## config.mk

```make
export PLATFORM = sky130hd
export DESIGN_NAME = fft_frame_sched
export DESIGN_NICKNAME = d
export VERILOG_FILES = /design/src/rtl/fft_frame_sched.sv
export SDC_FILE = /design/constraint.sdc
export NUM_CORES = 1
export LEC_CHECK = 0
export ABC_CLOCK_PERIOD_IN_PS = 4600
export BUFFER_PORTS_ARGS = -buffer_cell sky130_fd_sc_hd__buf_2
export CAP_MARGIN = 10
export CORE_MARGIN = 2
export CORE_UTILIZATION = 51
export CTS_CLUSTER_DIAMETER = 30
export CTS_CLUSTER_SIZE = 25
export DETAILED_ROUTE_END_ITERATION = 16
export MAX_ROUTING_LAYER = met4
export PLACE_DENSITY = 0.84
export SETUP_SLACK_MARGIN = 0.1
export SYNTH_ARGS = -nofsm -noshare
export SYNTH_HDL_FRONTEND = slang
export SYNTH_SLANG_ARGS = --single-unit
```

## constraint.sdc

```tcl
create_clock -name clk -period 4.6 [get_ports clk]
set_clock_uncertainty 0.05 [all_clocks]
set_input_delay 0.23 -clock clk [delete_from_list [all_inputs] [get_ports clk]]
set_output_delay 0.23 -clock clk [all_outputs]
set_load 0.01 [all_outputs]
```

## src/rtl/fft_frame_sched.sv

```systemverilog
// Frame-granular round-robin scheduler in front of a shared FFT/IFFT streaming core.
// Streams whole frames, drains the core on mode changes and re-tags the core output.
module fft_frame_sched #(
   parameter int N   = 1024,
   parameter int DW  = 24,
   parameter int LAT = 19
) (
   input  logic          clk,
   input  logic          reset,
   input  logic          s0_valid,
   input  logic [DW-1:0] s0_data,
   output logic          s0_ready,
   input  logic          s1_valid,
   input  logic [DW-1:0] s1_data,
   output logic          s1_ready,
   output logic [DW-1:0] core_in,
   output logic          core_mode,
   input  logic [DW-1:0] core_out,
   output logic          m_valid,
   output logic [DW-1:0] m_data,
   output logic          m_sop,
   output logic          m_eop,
   output logic          m_id,
   output logic          busy,
   output logic          underrun
);
   localparam int CW  = $clog2(N);
   localparam int DCW = $clog2(LAT + 1);
   localparam logic [CW-1:0]  CNT_LAST  = CW'(N - 1);
   localparam logic [DCW-1:0] DCNT_LAST = DCW'(LAT - 1);

   typedef enum logic [1:0] {
      IDLE   = 2'd0,
      STREAM = 2'd1,
      DRAIN  = 2'd2
   } state_t;

   typedef struct packed {
      logic vld;
      logic sop;
      logic eop;
      logic id;
   } tag_t;

   state_t           state_q, state_d;
   logic             grant_q, grant_d;
   logic             last_id_q, last_id_d;
   logic [CW-1:0]    cnt_q, cnt_d;
   logic [DCW-1:0]   dcnt_q, dcnt_d;
   logic             underrun_q, underrun_d;
   logic [DW-1:0]    core_in_q, core_in_d;
   logic             core_mode_q, core_mode_d;
   logic             s0_ready_q, s0_ready_d;
   logic             s1_ready_q, s1_ready_d;
   logic             busy_q, busy_d;
   tag_t [LAT:0]     tag_q, tag_d;
   tag_t             tag_in_s;

   logic             win_vld_s;
   logic             win_id_s;
   logic             gnt_valid_s;
   logic [DW-1:0]    gnt_data_s;
   logic             pipe_busy_s;

   // Round-robin winner among requesters presenting valid this cycle.
   always_comb begin
      win_vld_s   = s0_valid | s1_valid;
      win_id_s    = (s0_valid & s1_valid) ? ~last_id_q : s1_valid;
      gnt_valid_s = grant_q ? s1_valid : s0_valid;
      gnt_data_s  = grant_q ? s1_data : s0_data;
      pipe_busy_s = 1'b0;
      for (int i = 0; i <= LAT; i++) begin
         pipe_busy_s = pipe_busy_s | tag_q[i].vld;
      end
   end

   // Next-state and datapath decode.
   always_comb begin
      state_d     = state_q;
      grant_d     = grant_q;
      last_id_d   = last_id_q;
      cnt_d       = cnt_q;
      dcnt_d      = dcnt_q;
      underrun_d  = underrun_q;
      core_in_d   = {DW{1'b0}};
      core_mode_d = core_mode_q;
      tag_in_s    = '0;

      case (state_q)
         IDLE: begin
            if (win_vld_s) begin
               grant_d   = win_id_s;
               last_id_d = win_id_s;
               cnt_d     = {CW{1'b0}};
               dcnt_d    = {DCW{1'b0}};
               // Same mode, or nothing left in flight: no need to flush the core.
               if ((win_id_s == core_mode_q) || !pipe_busy_s) begin
                  state_d = STREAM;
               end else begin
                  state_d = DRAIN;
               end
            end else begin
               state_d = IDLE;
            end
         end
         STREAM: begin
            core_in_d    = gnt_valid_s ? gnt_data_s : {DW{1'b0}};
            core_mode_d  = grant_q;
            underrun_d   = underrun_q | ~gnt_valid_s;
            tag_in_s.vld = 1'b1;
            tag_in_s.sop = (cnt_q == {CW{1'b0}});
            tag_in_s.eop = (cnt_q == CNT_LAST);
            tag_in_s.id  = grant_q;
            cnt_d        = cnt_q + CW'(1);
            if (cnt_q == CNT_LAST) begin
               if (!win_vld_s) begin
                  state_d = IDLE;
               end else if (win_id_s == grant_q) begin
                  state_d   = STREAM;
                  last_id_d = win_id_s;
               end else begin
                  state_d   = DRAIN;
                  dcnt_d    = {DCW{1'b0}};
                  grant_d   = win_id_s;
                  last_id_d = win_id_s;
               end
            end else begin
               state_d = STREAM;
            end
         end
         DRAIN: begin
            if (dcnt_q == DCNT_LAST) begin
               state_d = STREAM;
               cnt_d   = {CW{1'b0}};
            end else begin
               dcnt_d  = dcnt_q + DCW'(1);
            end
         end
         default: begin
            state_d = IDLE;
         end
      endcase

      // Readys come from next-state registers only, never from valid.
      s0_ready_d = (state_d == STREAM) && (grant_d == 1'b0);
      s1_ready_d = (state_d == STREAM) && (grant_d == 1'b1);
      busy_d     = (state_d != IDLE);
      tag_d      = {tag_q[LAT-1:0], tag_in_s};
   end

   // State, datapath and tag pipeline registers.
   always_ff @(posedge clk or posedge reset) begin
      if (reset) begin
         state_q     <= IDLE;
         grant_q     <= 1'b0;
         last_id_q   <= 1'b1;
         cnt_q       <= {CW{1'b0}};
         dcnt_q      <= {DCW{1'b0}};
         underrun_q  <= 1'b0;
         core_in_q   <= {DW{1'b0}};
         core_mode_q <= 1'b0;
         s0_ready_q  <= 1'b0;
         s1_ready_q  <= 1'b0;
         busy_q      <= 1'b0;
         tag_q       <= '0;
      end else begin
         state_q     <= state_d;
         grant_q     <= grant_d;
         last_id_q   <= last_id_d;
         cnt_q       <= cnt_d;
         dcnt_q      <= dcnt_d;
         underrun_q  <= underrun_d;
         core_in_q   <= core_in_d;
         core_mode_q <= core_mode_d;
         s0_ready_q  <= s0_ready_d;
         s1_ready_q  <= s1_ready_d;
         busy_q      <= busy_d;
         tag_q       <= tag_d;
      end
   end

   assign s0_ready  = s0_ready_q;
   assign s1_ready  = s1_ready_q;
   assign core_in   = core_in_q;
   assign core_mode = core_mode_q;
   assign busy      = busy_q;
   assign underrun  = underrun_q;
   assign m_valid   = tag_q[LAT].vld;
   assign m_sop     = tag_q[LAT].sop;
   assign m_eop     = tag_q[LAT].eop;
   assign m_id      = tag_q[LAT].id;
   assign m_data    = core_out;
endmodule

```

==> flow_summary.toml, run 1 <==
[timing]
setup_viol = 0
fmax_mhz = 397
period_needed_ns = 2.52
fin_hold_ws_ns = 0.152
period_share = 0.547
finalHoldViolCount = 0
setup_slack_ns = 2.08
tns_ns = 0
worst-slew-pin-transition_ns = 0.927
rsz0062_at_grt = "false"
slew_headroom = 0.382
slew_viol_final = 0

[synthesis]
syn_inst = 340
synth_area_leaders = "dfrtp_1 69%, mux2i_1 5.2%, buf_4 4.1%"
yosysSeqAreaShare = 0.696
synth_area_mm2 = 0.00460
syn_area_per_cell_um2 = 13.5
yosysTopAreaCell = "dfrtp_1"
synth_warnings = 0
synth_edf_count = 0
synth_top_area_frac = 0.691
ys_ff_latch = 128
synth_flop_cell = "dfrtp_1"
synth-async-reset-ratio = 1.00
postSynthNetCount = 420
synthDistinctLibCells = 47

[setup_path]
critPathRequiredTime_ns = 4.89
cp_top_family = "simple AND/OR/NAND/NOR gates"
reg2regPathDepth = 5
worstSetupEndpointType = "flop"
critPathSlowestCell = "dfrtp_1"
worst-path-buf-inv = 1
cp.arrival_ns = 2.81
path_class = "reg -> reg"
critPathMaxFanout = 24
path_cells = "buf_4, nand2b_1, nand2_1, nand2_1, nor2_1"
crit_cells = 5
critical_path.max_stage_delay_ns = 0.73
critPathLaunchType = "flop"
cp_common_cell = "nand2_1"

[power_and_ir_drop]
internal_power_uw = 2090
netSwitchingFraction = 0.224
power_density_mw_per_mm2 = 443
p_leak_uw = 0.00290
p_sw_uw = 601
clkPwrFrac = 0.530
power_frac_comb = 0.046
pwr-share-seq = 0.425
ir_worst_vdd_mv = 0.264

[min_path]
hold_class = "in -> reg"
hold_path_depth = 3

[drt]
drt-pass1-iter-count = 5
antenna_left = 0
post_drt_wl_per_cell_um = 19.1
first_iter_violations = 174
via_per_inst = 5.40
routed_wl_um = 11100
drc_errors = 0
vias = 3137

[die]
io_pins = 133
rows = 34
start_util = 0.528
die-area_mm2 = 0.00980
die_w_um = 99.0
die_h_um = 99.0
core_mm2 = 0.00872

[global_routing]
overflow = 0
grt_max_degree = 77
grtUsageTotal = 0.248
grt_pass1_wl_um = 17900
antenna_found_initial = 1
grt_pass1_vias = 3320

[placement]
io_buffers = 84
hpwl_um = 5460
place_ws_ns = 2.32
place.gp.congestion = 0.884

[cts]
cts_tree = "yes"
clock-sinks = 128
cts_buffers = 17
post-cts-setup-buffer-count = 0
root_buffer = "clkbuf_8"
cts.clk_slew.worst_paths_ns = 0.07
clockBufferDepth = 2
clk_latency_ns = 0.52
htree_levels = 4

[layout]
final_nets = 540
area_delta_synth_final_pct = 31.7
postLayoutCoreUtil = 0.695
drive_gt1_frac = 0.271

[outcome]
status = "complete, no violations"

[flow_run]
max_cap_violations = 0
-- kinds of logic after synthesis --
logic type               share of synthesized area
flip-flops                                   0.696
AO/OA/AOI/OAI                               0.0723
adder cells (fa/ha/maj)                     0.0109
multiplexers                                0.0555
AND/OR/NAND/NOR                             0.0971
XOR/XNOR                                   0.00762
buffers and inverters                       0.0601
-- flip-flops by register name (all words and copies together), names as in the netlist --
| signal | flops |
|---|---|
| busy | 1 |
| cnt_q | 10 |
| core_in | 24 |
| core_mode | 1 |
| dcnt_q | 5 |
| grant_q | 1 |
| last_id_q | 1 |
| m_eop | 1 |
| m_id | 1 |
| m_sop | 1 |
| m_valid | 1 |
| s0_ready | 1 |
| s1_ready | 1 |
| state_q | 2 |
| tag_d | 76 |
| underrun | 1 |
-- path summary, 6_finish.rpt --
| check | startpoint | endpoint | slack [ns] |
|---|---|---|---|
| worst max register to register | grant_q | core_in[10] | 2.08 |
| min in group asynchronous | reset | m_id | 0.42 |
| max in group asynchronous | reset | tag_d[17] | 2.88 |
| worst min-delay path | s1_valid | busy | 0.15 |
| worst max-delay path | grant_q | core_in[10] | 2.08 |
| worst min register to register | tag_d[8] | tag_d[12] | 0.29 |
-- worst register-to-register path: stages (launching register included) --
cell,delay [ns]
dfrtp_1,0.73
buf_4,0.44
nand2b_1,0.19
nand2_1,0.09
nand2_1,0.60
nor2_1,0.26
-- final cells by class --
| class | count | area (um2) |
|---|---|---|
| flip-flops and latches | 128 | 3200 |
| clock inverters | 14 | 205 |
| multi-input cells | 165 | 1120 |
| repair buffers | 135 | 926 |
| diodes | 1 | 2.50 |
| fillers | 533 | 2660 |
| inverters | 13 | 51.3 |
| well taps | 108 | 135 |
| clock buffers | 17 | 414 |
-- cells in the mapped netlist, types with 4 or more instances --
library cell and number:
nand2b_1 5, clkbuf_1 4, buf_2 5, nand2_1 12
and2_1 5, dfrtp_1 127, o31ai_1 7, a21oi_1 13
mux2i_1 24, nand3_1 7, nor4_1 6, o21ai_0 5
a31oi_1 4, or4_1 6, nor2_1 28, ha_1 4
inv_1 12, buf_4 25
-- through the flow --
stage / instance area (um2) / power [uW] / instances
2_1_floorplan: 4600 / 1220 / 340
3_3_place_gp: 4950 / 1240 / 500
3_5_place_dp: 4950 / 1250 / 500
4_1_cts: 6060 / 2680 / 580
5_1_grt: 6060 / 2770 / 581
6_report: 6060 / 2690 / 581
-- metal layers --
| metal | global-route usage | vias up | routed length, um |
|---|---|---|---|
| met2 | 0.408 | 140 | 5890 |
| met3 | 0.0610 | 30 | 626 |
| met1 | 0.302 | 1589 | 4320 |
| li1 | - | 1378 | - |
| met5 | - | - | 0 |
| met4 | 0.0885 | 0 | 239 |
-- power by group through the flow --
stage,logic (uW),registers [uW],clock network (uW)
final,122,1140,1420
after global routing,135,1140,1490
after CTS,119,1140,1420
after detailed placement,85.8,1160,0
after global placement,82.9,1160,0
after floorplan,57.9,1170,0
-- placed cells by master, fill, tap and decap left out, types with 3 or more instances in the layout --
| cell | instances |
|---|---|
| nand2_1 | 12 |
| a31oi_1 | 4 |
| and2_1 | 5 |
| ha_1 | 4 |
| o21ai_0 | 5 |
| a21oi_1 | 13 |
| or4_1 | 6 |
| nand3_1 | 7 |
| buf_2 | 84 |
| clkinv_4 | 3 |
| xnor2_1 | 3 |
| inv_1 | 11 |
| nor4_1 | 6 |
| bufinv_16 | 4 |
| mux2i_1 | 24 |
| o31ai_1 | 7 |
| clkbuf_16 | 16 |
| dlygate4sd3_1 | 49 |
| dfrtp_1 | 127 |
| nand2b_1 | 5 |
| o22ai_1 | 3 |
| nand4_1 | 3 |
| nor2_1 | 28 |
| nor2b_1 | 3 |
| inv_6 | 4 |
-- repair_timing --
| item | 4_1_cts | 5_1_grt |
|---|---|---|
| setup endpoints to repair | 0 | 0 |
| hold buffers | 49 | 0 |
| endpoints found under the hold margin | 98 | 0 |
| resized for setup | 0 | 0 |
Note: power is estimated with default switching activity, not from simulation.
==> run 2, diff against run 1 <==
--- a/config.mk
+++ b/config.mk
@@ -5,7 +5,7 @@
 export SDC_FILE = /design/constraint.sdc
 export NUM_CORES = 1
 export LEC_CHECK = 0
-export ABC_CLOCK_PERIOD_IN_PS = 4600
+export ABC_CLOCK_PERIOD_IN_PS = 2630
 export BUFFER_PORTS_ARGS = -buffer_cell sky130_fd_sc_hd__buf_2
 export CAP_MARGIN = 10
 export CORE_MARGIN = 2
==> constraint.sdc (replaced) <==
create_clock -name clk -period 2.63 [get_ports clk]
set_clock_uncertainty 0.05 [all_clocks]
set_input_delay 0.1315 -clock clk [delete_from_list [all_inputs] [get_ports clk]]
set_output_delay 0.1315 -clock clk [all_outputs]
set_load 0.01 [all_outputs]
==> flow_summary.toml, run 2 (same netlist as run 1, synthesis figures left out) <==
[placement]
place.gp.congestion = 0.897
io_buffers = 84
hpwl_um = 5700
dp.cells = 502

[setup_path]
critPathRequiredTime_ns = 3.01
critPathSlowestCell = "dlygate4sd3_1"
cp_top_family = "buffers and inverters"
path_cells = "ha_1, and3_1, a31o_2, nor3b_1, dlygate4sd3_1, o21ai_0"
path_class = "reg -> reg"
critical_path.max_stage_delay_ns = 0.55
critPathLaunchType = "flop"
worstSetupEndpointType = "flop"
worst-path-buf-inv = 1
cp.arrival_ns = 2.56
critPathMaxFanout = 5

[timing]
rsz0062_at_grt = "false"
worst-slew-pin-transition_ns = 0.832
period_needed_ns = 2.18
slew_viol_final = 0
fmax_mhz = 460
slew_headroom = 0.444
period_share = 0.827
tns_ns = 0
finalHoldViolCount = 0
setup_viol = 0

[drt]
drt-pass1-iter-count = 4
routed_wl_um = 10900
post_drt_wl_per_cell_um = 18.6
vias = 3118
drc_errors = 0
antenna_left = 0
via_per_inst = 5.30
first_iter_violations = 181

[outcome]
status = "complete, no violations"

[cts]
root_buffer = "clkbuf_8"
clockBufferDepth = 2
cts_buffers = 17
clock-sinks = 128
post_cts_resized = 0
cts_tree = "yes"
post-cts-setup-buffer-count = 0
htree_levels = 4
cts.clk_slew.worst_paths_ns = 0.06
clk_latency_ns = 0.52

[die]
start_util = 0.528
rows = 34
io_pins = 133
die-area_mm2 = 0.00980
die_w_um = 99.0
core_mm2 = 0.00872
die_h_um = 99.0

[flow_run]
max_cap_violations = 0

[global_routing]
grt_max_degree = 77
grtUsageTotal = 0.246
grt-busiest-layer = "met2"
grt_pass1_vias = 3302
use_met3 = 0.0688
antenna_found_initial = 1
grt_pass1_wl_um = 17300
grtUsageMet2 = 0.404
grt_util_met1 = 0.267
overflow = 0

[power_and_ir_drop]
total_power_uw = 4640
power_density_mw_per_mm2 = 758
pwr-share-seq = 0.430
p_sw_uw = 1070
ir_worst_vdd_mv = 0.562
internal_power_uw = 3570
power_frac_comb = 0.048
p_leak_uw = 0.00292
clkPwrFrac = 0.523
netSwitchingFraction = 0.230

[layout]
layout.cells.non_filler = 588
drive_gt1_frac = 0.273
final_nets = 546
area_delta_synth_final_pct = 33.0
final_cell_mix = "127 x dfrtp_1, 84 x buf_2, 53 x dlygate4sd3_1"
layout_commonest_cell = "dfrtp_1"
largest_register_ff_count = 76

[min_path]
hold_class = "in -> out"
## run 2: changes by cell type in the layout (fill, tap and decap cells not counted)
cell           change
dlygate4sd3_1      +4
clkinv_2           -1
buf_12             +1
bufinv_16          -1
clkinvlp_4         +2
inv_6              +3
inv_4              -1
clkinv_4           -1
buf_4              +1
## run 2: worst paths after layout
kind	cells after the start	from	to	slack, ns
max in group asynchronous	5	reset	dcnt_q[1]	1.11
hold reg to reg	0	tag_d[4]	tag_d[8]	0.30
setup reg to reg	6	cnt_q[0]	busy	0.45
hold / removal	0	core_out[20]	m_data[20]	0.21
setup / recovery	6	cnt_q[0]	busy	0.45
min in group asynchronous	4	reset	m_id	0.60
## run 2: metal layers
metal	wire length (um)	up-vias
met5	0	-
met4	534	0
met3	565	44
met2	5840	138
met1	3980	1537
li1	-	1399
## run 2: layout make-up
| class | instances | area, um2 |
|---|---|---|
| diodes | 1 | 2.50 |
| clock buffers | 17 | 414 |
| clock inverters | 15 | 195 |
| fillers | 546 | 2600 |
| inverters | 13 | 52.6 |
| multi-input cells | 165 | 1120 |
| flip-flops and latches | 128 | 3200 |
| well taps | 108 | 135 |
| repair buffers | 141 | 993 |
## run 2: timing repair
item | CTS | global route
hold buffers | 53 | 0
endpoints found under the setup margin | 0 | 0
hold endpoints to repair | 154 | 0
## run 2: worst reg2reg max path: stages, from the launching register on
cell and delay (ns):
dfrtp_1 0.42, ha_1 0.24, and3_1 0.24, a31o_2 0.30
nor3b_1 0.14, dlygate4sd3_1 0.55, o21ai_0 0.15
## run 2: power groups by stage
stage	clock [uW]	combinational (uW)	sequential (uW)
floorplan	0	102	2040
global placement	0	148	2030
detailed placement	0	155	2030
CTS	2440	216	1990
global route	2580	244	1990
finish	2420	221	1990
## run 2: through the flow
stage	setup WS, ns	area (um2)	hold WS, ns	util
global route	0.356	6120	0.213	0.701
floorplan	0.868	4600	0.235	-
CTS	0.447	6110	0.213	0.701
detailed placement	0.714	4970	-0.00325	0.570
finish	0.454	6120	0.213	0.701
global placement	0.751	4970	-0.00630	0.570
==> run 3, diff against run 2 <==
--- a/config.mk
+++ b/config.mk
@@ -5,16 +5,17 @@
 export SDC_FILE = /design/constraint.sdc
 export NUM_CORES = 1
 export LEC_CHECK = 0
-export ABC_CLOCK_PERIOD_IN_PS = 2630
+export ABC_AREA = 1
+export ABC_CLOCK_PERIOD_IN_PS = 1900
 export BUFFER_PORTS_ARGS = -buffer_cell sky130_fd_sc_hd__buf_2
 export CAP_MARGIN = 10
 export CORE_MARGIN = 2
-export CORE_UTILIZATION = 51
+export CORE_UTILIZATION = 46
 export CTS_CLUSTER_DIAMETER = 30
 export CTS_CLUSTER_SIZE = 25
 export DETAILED_ROUTE_END_ITERATION = 16
 export MAX_ROUTING_LAYER = met4
-export PLACE_DENSITY = 0.84
+export PLACE_DENSITY = 0.8
 export SETUP_SLACK_MARGIN = 0.1
 export SYNTH_ARGS = -nofsm -noshare
 export SYNTH_HDL_FRONTEND = slang
==> constraint.sdc (replaced) <==
create_clock -name clk -period 1.9 [get_ports clk]
set_clock_uncertainty 0.05 [all_clocks]
set_input_delay 0.095 -clock clk [delete_from_list [all_inputs] [get_ports clk]]
set_output_delay 0.095 -clock clk [all_outputs]
set_load 0.01 [all_outputs]
==> flow_summary.toml, run 3 <==
[drt]
drt-pass1-iter-count = 4
via_per_inst = 4.97
post_drt_wl_per_cell_um = 16.6
routed_wl_um = 11200
drc_errors = 0
antenna_left = 0
first_iter_violations = 164
vias = 3348

[power_and_ir_drop]
ir_worst_vdd_mv = 0.894
power_density_mw_per_mm2 = 1420
p_leak_uw = 0.00302

[synthesis]
ys_ff_latch = 128
yosysMostFrequentCell = "dfrtp_1"
syn_area_per_cell_um2 = 11.6
synth_common_cells = "127 x dfrtp_1, 92 x nand2_1, 26 x a21oi_1"
synth_flop_cell = "dfrtp_1"
yosysTopAreaCell = "dfrtp_1"
syn_inst = 398
synth_warnings = 0
synth_area_leaders = "dfrtp_1 69%, nand2_1 7.5%, buf_4 3.9%"
yosysSeqAreaShare = 0.695
synth-async-reset-ratio = 1.00
synth_area_mm2 = 0.00461
synth_edf_count = 0
synth_top_area_frac = 0.690
postSynthNetCount = 478
synthDistinctLibCells = 31

[die]
start_util = 0.474
die-area_mm2 = 0.0108
die_w_um = 104
rows = 36
core_mm2 = 0.00973
die_h_um = 104
io_pins = 133

[global_routing]
overflow = 0
antenna_found_initial = 1
grt_pass1_wl_um = 18200
grtUsageTotal = 0.225
grt_max_degree = 48
grt_pass1_vias = 3657

[layout]
layout_commonest_cell = "dfrtp_1"
area_delta_synth_final_pct = 34.2
final_cell_mix = "127 x dfrtp_1, 92 x nand2_1, 84 x buf_2"
stdcell_area_mm2 = 0.00618
largest_register_ff_count = 76
fill_cells = 689
final_nets = 607
drive_gt1_frac = 0.272

[timing]
slew_viol_final = 0
tns_ns = 0
period_share = 0.861
rsz0062_at_grt = "false"
slew_headroom = 0.647
finalHoldViolCount = 0
period_needed_ns = 1.64
fmax_mhz = 611
setup_viol = 0
worst-slew-pin-transition_ns = 0.528

[setup_path]
critPathLaunchType = "flop"
path_class = "reg -> reg"
critPathRequiredTime_ns = 2.25
reg2regPathDepth = 10
worstSetupEndpointType = "flop"
critPathMaxFanout = 6
cp.arrival_ns = 1.98

[cts]
root_buffer = "clkbuf_8"
cts_tree = "yes"
htree_levels = 4
clk_latency_ns = 0.51
cts_buffers = 17
clock-sinks = 128
clockBufferDepth = 2
cts.clk_slew.worst_paths_ns = 0.06

[outcome]
status = "complete, no violations"

[placement]
hpwl_um = 5610
io_buffers = 84
dpl_cell_area_mm2 = 0.00503
place.gp.congestion = 0.932

[min_path]
hold_class = "in -> async"

[flow_run]
max_cap_violations = 0
[run 3: changes by cell type in the layout (fill, tap and decap cells not counted), sizes merged, moves of 7 or more]
cell    delta
o21ai      +7
a21oi     +13
nand3     +12
mux2i     -24
nand2     +85
clkbuf     +7
o31ai      -7
[run 3: cell families after synthesis]
family | after synthesis | synth area share
xor gates and xnor gates | 8 | 0.0152
and+or+nand+nor | 154 | 0.151
adders and majority gates | 4 | 0.0109
buffers and inverters | 59 | 0.0736
AOI/OAI and AO/OA | 45 | 0.0543
DFF | 128 | 0.695
[run 3: final timing paths]
path / start / end / slack, ns
hold reg to reg: tag_d[8] / tag_d[12] / 0.29
hold / removal: reset / tag_d[38] / 0.13
max in group asynchronous: reset / last_id_q / 1.03
min in group clk: core_out[0] / m_data[0] / 0.14
setup reg to reg: cnt_q[0] / s1_ready / 0.26
setup / recovery: cnt_q[0] / s1_ready / 0.26
[run 3: where the power goes]
part	internal, uW	switching (uW)
clock network	2210	1160
logic	638	1050
registers	3370	347
[run 3: what timing repair did]
action                                 in CTS  in global routing
buffers inserted                            0                  1
setup endpoints to repair                   0                  3
hold buffers                               51                  0
gates resized for setup                     0                  1
endpoints found under the hold margin     137                  0
[run 3: final cells by class]
| class | count | area [um2] | share of cell area |
|---|---|---|---|
| multi-input combinational | 211 | 1070 | 0.173 |
| clock buffer | 24 | 500 | 0.0810 |
| sequential | 128 | 3200 | 0.518 |
| clock inverter | 8 | 125 | 0.0202 |
| tap | 133 | 166 | 0.0269 |
| timing repair buffer | 142 | 1010 | 0.163 |
| antenna | 1 | 2.50 | 0.000405 |
| inverter | 27 | 105 | 0.0170 |
[run 3: worst max-delay path, cell delays in order, from the launching register on]
cell and delay (ns):
dfrtp_1 0.42, ha_1 0.19, inv_1 0.09, nor2_4 0.16
nand3_2 0.12, nand2_1 0.10, nand3_1 0.10, nand2_1 0.08
nand2_2 0.08, nand2_1 0.09, inv_1 0.05
[run 3: stage by stage]
stage / hold slack, ns / setup slack (ns) / total power [uW] / utilization / instances
floorplan: 0.181 / 0.175 / 4710 / - / 398
global placement: 0.0998 / 0.377 / 5150 / 0.517 / 589
detailed placement: 0.118 / 0.284 / 5230 / 0.517 / 589
CTS: 0.128 / 0.277 / 8690 / 0.634 / 672
global route: 0.140 / 0.0922 / 9200 / 0.635 / 674
finish: 0.129 / 0.263 / 8780 / 0.635 / 674
[run 3: layer usage]
layer  share of wire  track usage  vias to the layer above
met5               0            -                        -
met4           0.046        0.116                        0
met3           0.056       0.0633                       52
met2            0.52        0.379                      155
met1            0.38        0.245                     1636
li1                -            -                     1505
